File: config.mk
export PLATFORM = sky130hd
export DESIGN_NAME = iterative_cipher_core
export DESIGN_NICKNAME = d
export VERILOG_FILES = /design/src/rtl/iterative_cipher_core.sv
export SDC_FILE = /design/constraint.sdc
export NUM_CORES = 1
export LEC_CHECK = 0
export BUFFER_PORTS_ARGS = -buffer_cell sky130_fd_sc_hd__buf_2
export CAP_MARGIN = 10
export CORE_MARGIN = 3
export CORE_UTILIZATION = 56
export CTS_BUF_LIST = sky130_fd_sc_hd__clkbuf_4 sky130_fd_sc_hd__clkbuf_8
export DETAILED_ROUTE_END_ITERATION = 12
export PLACE_DENSITY = 0.78
export SETUP_SLACK_MARGIN = 0.2
export SLEW_MARGIN = 25
export SYNTH_ARGS = -nofsm -noshare
export SYNTH_HDL_FRONTEND = slang
export SYNTH_SLANG_ARGS = --single-unit
File: constraint.sdc
create_clock -name clk -period 3.1 [get_ports clk]
set_input_delay 0.62 -clock clk [delete_from_list [all_inputs] [get_ports clk]]
set_output_delay 0.62 -clock clk [all_outputs]
set_load 0.05 [all_outputs]
File: src/rtl/iterative_cipher_core.sv
// rtl/iterative_cipher_core.sv - iterative 64-bit SPN cipher core, UNROLL rounds per clock
// Encrypts or decrypts one block per request using a rotating round key.
module iterative_cipher_core #(
  parameter int NUM_ROUNDS = 10,
  parameter int UNROLL     = 1
) (
  input  logic        clk,
  input  logic        rst,
  input  logic        in_valid,
  output logic        in_ready,
  input  logic        mode,
  input  logic [63:0] data_in,
  input  logic [63:0] key_in,
  output logic        out_valid,
  input  logic        out_ready,
  output logic [63:0] data_out
);

  localparam int CW      = $clog2(NUM_ROUNDS + 1);
  localparam int STEPS   = NUM_ROUNDS / UNROLL;
  localparam int DEC_ROT = (4 * NUM_ROUNDS) % 64;
  localparam logic [CW-1:0] LAST = CW'(STEPS - 1);

  if (UNROLL < 1 || NUM_ROUNDS < 1 || NUM_ROUNDS > 31 || (NUM_ROUNDS % UNROLL) != 0) begin : g_param_check
    $error("iterative_cipher_core: illegal NUM_ROUNDS/UNROLL combination");
  end

  typedef enum logic [1:0] {IDLE, RUN, DONE} fsm_t;

  fsm_t            fsm;
  logic [63:0]     state_q;
  logic [63:0]     kreg_q;
  logic [CW-1:0]   cnt;
  logic            mode_q;
  logic [63:0]     dec_key;
  logic [63:0]     load_key;
  logic [63:0]     rnd_state;
  logic [63:0]     rnd_key;
  logic            accept;

  function automatic logic [3:0] sbox(input logic [3:0] v);
    case (v)
      4'h0: sbox = 4'h6;  4'h1: sbox = 4'hB;  4'h2: sbox = 4'h0;  4'h3: sbox = 4'h4;
      4'h4: sbox = 4'hD;  4'h5: sbox = 4'h3;  4'h6: sbox = 4'hF;  4'h7: sbox = 4'h8;
      4'h8: sbox = 4'hA;  4'h9: sbox = 4'h2;  4'hA: sbox = 4'h7;  4'hB: sbox = 4'hC;
      4'hC: sbox = 4'h5;  4'hD: sbox = 4'hE;  4'hE: sbox = 4'h1;  default: sbox = 4'h9;
    endcase
  endfunction

  function automatic logic [3:0] inv_sbox(input logic [3:0] v);
    case (v)
      4'h0: inv_sbox = 4'h2;  4'h1: inv_sbox = 4'hE;  4'h2: inv_sbox = 4'h9;  4'h3: inv_sbox = 4'h5;
      4'h4: inv_sbox = 4'h3;  4'h5: inv_sbox = 4'hC;  4'h6: inv_sbox = 4'h0;  4'h7: inv_sbox = 4'hA;
      4'h8: inv_sbox = 4'h7;  4'h9: inv_sbox = 4'hF;  4'hA: inv_sbox = 4'h8;  4'hB: inv_sbox = 4'h1;
      4'hC: inv_sbox = 4'hB;  4'hD: inv_sbox = 4'h4;  4'hE: inv_sbox = 4'hD;  default: inv_sbox = 4'h6;
    endcase
  endfunction

  function automatic logic [63:0] sub_nibbles(input logic [63:0] s, input logic inv);
    logic [63:0] o;
    o = '0;
    for (int j = 0; j < 16; j++) begin
      o[4*j +: 4] = inv ? inv_sbox(s[4*j +: 4]) : sbox(s[4*j +: 4]);
    end
    return o;
  endfunction

  // Row r occupies bits 63-16r..48-16r and rotates by 4r bits.
  function automatic logic [63:0] shift_rows(input logic [63:0] s);
    return {s[63:48], s[43:32], s[47:44], s[23:16], s[31:24], s[3:0], s[15:4]};
  endfunction

  function automatic logic [63:0] inv_shift_rows(input logic [63:0] s);
    return {s[63:48], s[35:32], s[47:36], s[23:16], s[31:24], s[11:0], s[15:12]};
  endfunction

  function automatic logic [63:0] rotl4(input logic [63:0] k);
    return {k[59:0], k[63:60]};
  endfunction

  function automatic logic [63:0] rotr4(input logic [63:0] k);
    return {k[3:0], k[63:4]};
  endfunction

  // Decryption starts from the last round key k_NUM_ROUNDS.
  if (DEC_ROT == 0) begin : g_rot0
    assign dec_key = key_in;
  end else begin : g_rotn
    assign dec_key = (key_in << DEC_ROT) | (key_in >> (64 - DEC_ROT));
  end

  assign load_key = mode ? dec_key : key_in;
  assign in_ready = !rst && ((fsm == IDLE) || ((fsm == DONE) && out_ready));
  assign accept   = in_valid && in_ready;

  always_comb begin
    rnd_state = state_q;
    rnd_key   = kreg_q;
    for (int i = 0; i < UNROLL; i++) begin
      if (!mode_q) begin
        rnd_key   = rotl4(rnd_key);
        rnd_state = shift_rows(sub_nibbles(rnd_state, 1'b0)) ^ rnd_key;
      end else begin
        rnd_key   = rotr4(rnd_key);
        rnd_state = sub_nibbles(inv_shift_rows(rnd_state), 1'b1) ^ rnd_key;
      end
    end
  end

  always_ff @(posedge clk) begin
    if (rst) begin
      fsm       <= IDLE;
      out_valid <= 1'b0;
      data_out  <= '0;
      state_q   <= '0;
      kreg_q    <= '0;
      cnt       <= '0;
      mode_q    <= 1'b0;
    end else if (accept) begin
      fsm       <= RUN;
      out_valid <= 1'b0;
      state_q   <= data_in ^ load_key;
      kreg_q    <= load_key;
      mode_q    <= mode;
      cnt       <= '0;
    end else begin
      case (fsm)
        RUN: begin
          state_q <= rnd_state;
          kreg_q  <= rnd_key;
          cnt     <= cnt + CW'(1);
          if (cnt == LAST) begin
            fsm       <= DONE;
            out_valid <= 1'b1;
            data_out  <= rnd_state;
          end
        end
        DONE: begin
          if (out_ready) begin
            fsm       <= IDLE;
            out_valid <= 1'b0;
          end
        end
        default: fsm <= IDLE;
      endcase
    end
  end

endmodule

==> out/metrics.yaml <==
outcome:
  outcome: "complete, no violations"
setup_path:
  worst_path_max_delay_cell: "dfxtp_4"
  path_class: "reg -> reg"
  crit_required_ns: 3.64
  crit_family: "simple AND/OR/NAND/NOR gates"
  critical-path-max-stage-delay_ns: 0.53
  critical_path_arrival_ns: 3.33
  crit_chain: "and3b_2, buf_12, a22oi_1, a22o_2, nor2_2, inv_1, ha_1, and3_1, or4_1"
  critical_path_peak_fanout: 30
  cp-end-kind: "flip-flop"
  path_buf_inv: 2
  start_kind: "flip-flop"
logic_synthesis:
  synth_ff_type: "dfxtp_1"
  synth_edf_count: 0
  yosys.area.top_type_share: 0.323
  synth_area_leaders: "dfxtp_1, mux2i_1, xor2_1"
  yosysMostFrequentCell: "nor2_1"
  seq_area_frac_synth: 0.323
  syn-num-nets: 2647
  syn_inst: 2429
  yosys.area.top_type: "dfxtp_1"
  synth_seq_cells: 328
  netlist_area_sq_um: 20300
  synth-async-reset-ratio: 0
  avgSynthCellArea_sq_um: 8.37
  synth.distinct_cells: 80
  yosysWarnings: 0
  synth_common_cells: "nor2_1, dfxtp_1, nand2_1"
place:
  dp_slack_ns: 0.0716
  hpwlAfterDp_mm: 52.2
  gp_congestion: 0.996
  place.port_buffers: 198
floorplanning:
  fp.dieW_microns: 197
  io_pins: 199
  core_area_sq_um: 35700
  rows: 69
  fp.dieH_microns: 197
  dieArea_sq_um: 38600
  initial_core_util: 0.570
sta:
  slew_headroom: 0.430
  finalMaxSlewViolations: 0
  rsz0062_at_grt: "no"
  worst_slew_pin_slew_ns: 0.855
  max_freq_mhz: 358
  skew_ns: 0.0108
  setup-tns-final_ns: 0
  setup_viol: 0
  hold_viol: 0
  setup_ws_ns: 0.307
  fin_crit_ns: 2.79
  min_period_over_period: 0.901
min_path:
  holdCritPathClass: "in -> reg"
cts:
  cts_root_buffer: "clkbuf_8"
  cts_made_buffers: 59
  cts_hold_buf: 0
  clk_latency_ns: 0.67
  path_clk_slew_ns: 0.06
  tritoncts: "yes"
  htree_num_levels: 2
  cts_sinks: 328
  cts_buffer_depth: 3
drt:
  firstDrtPassIters: 5
  vias: 19600
  wl_mm: 72.3
  drt_iter0_drc: 2049
  route.detailed.drc: 0
  ant_nets: 0
  wl_per_cell_microns: 22.7
  via_per_inst: 6.16
cells_and_area:
  layout-drive-gt1-share: 0.211
  area_growth_pct: 18.0
  fill_cells: 3004
  nets: 2897
  final_core_util: 0.673
power_and_ir_drop:
  powerDensity_nw_per_um2: 585
  p_leak_nw: 10.6
  vdd_drop_max_uv: 405
grt:
  grt_pass1_vias: 18400
  grt_max_degree: 117
  grt_pass1_wl_mm: 109
  grt_overflow: 0
  antenna_found_initial: 1
  track_usage: 0.361
run:
  cap_violations: 0
## power by group
group,total (mW),internal [mW],switching [mW]
Sequential,5.21,4.80,0.412
Combinational,4.25,1.81,2.44
Clock,4.59,2.63,1.96
## placed cells by master, fill, tap and decap left out, types with 49 or more instances in the layout
cell type	instances
xnor2_1	49
dfxtp_1	325
a21oi_1	159
nor2_1	335
mux2i_1	182
o21ai_0	106
xor2_1	160
clkbuf_8	77
nand2_1	199
a32oi_1	55
ha_1	85
a22oi_1	53
buf_2	196
inv_1	88
buf_4	152
## per-stage QoR
step | power, mW | cell area (sq um) | hold WS [ns] | std cells
after floorplan | 8.01 | 20400 | 0.508 | 2429
final | 14.1 | 24000 | 0.297 | 3187
after CTS | 13.9 | 24000 | 0.286 | 3182
after global routing | 14.7 | 24000 | 0.330 | 3187
after detailed placement | 9.41 | 22600 | 0.447 | 3075
after global placement | 9.33 | 22600 | 0.437 | 3075
## final timing paths
check,startpoint,end,cells after the start,slack [ns]
max reg2reg,mode_q,flip-flop,9,0.31
min,out_ready,out_valid,4,0.30
min reg2reg,data_out[49],data_out[49],2,0.45
max,mode_q,flip-flop,9,0.31
## what timing repair did
action	CTS	global route
buffers inserted	0	4
hold endpoints to repair	0	0
resized for setup	0	3
setup endpoints to repair	0	16
## tightest hold or removal path, cell delays in order
cell and delay [ns]:
buf_2 0.12, nand2_1 0.06, nand2_1 0.06, a211oi_1 0.06
## cell type report
type	instances	area [sq um]	area share
Multi-Input combinational cell	1822	12600	0.525
Sequential cell	328	6570	0.274
Timing Repair Buffer	371	2570	0.107
Clock buffer	100	1230	0.0511
Tap cell	461	577	0.0240
Inverter	97	364	0.0152
Clock inverter	7	85.1	0.00354
Antenna cell	1	2.50	0.000104
## cell families after synthesis
kind of cell / count (synthesis) / synth area share
buf+inv: 279 / 0.0612
fa+ha+maj: 85 / 0.0523
flops: 328 / 0.323
mux: 207 / 0.105
simple gates: 695 / 0.147
xor+xnor: 209 / 0.0900
compound gates: 626 / 0.221
## routing by layer
layer / global-route usage / share of wire / vias up
met4: 0.166 / 0.052 / 0
met2: 0.559 / 0.44 / 1093
met3: 0.0699 / 0.096 / 238
li1: - / - / 9030
met1: 0.491 / 0.42 / 9269
met5: 0 / 0 / -
(Power assumes the default switching activity.)
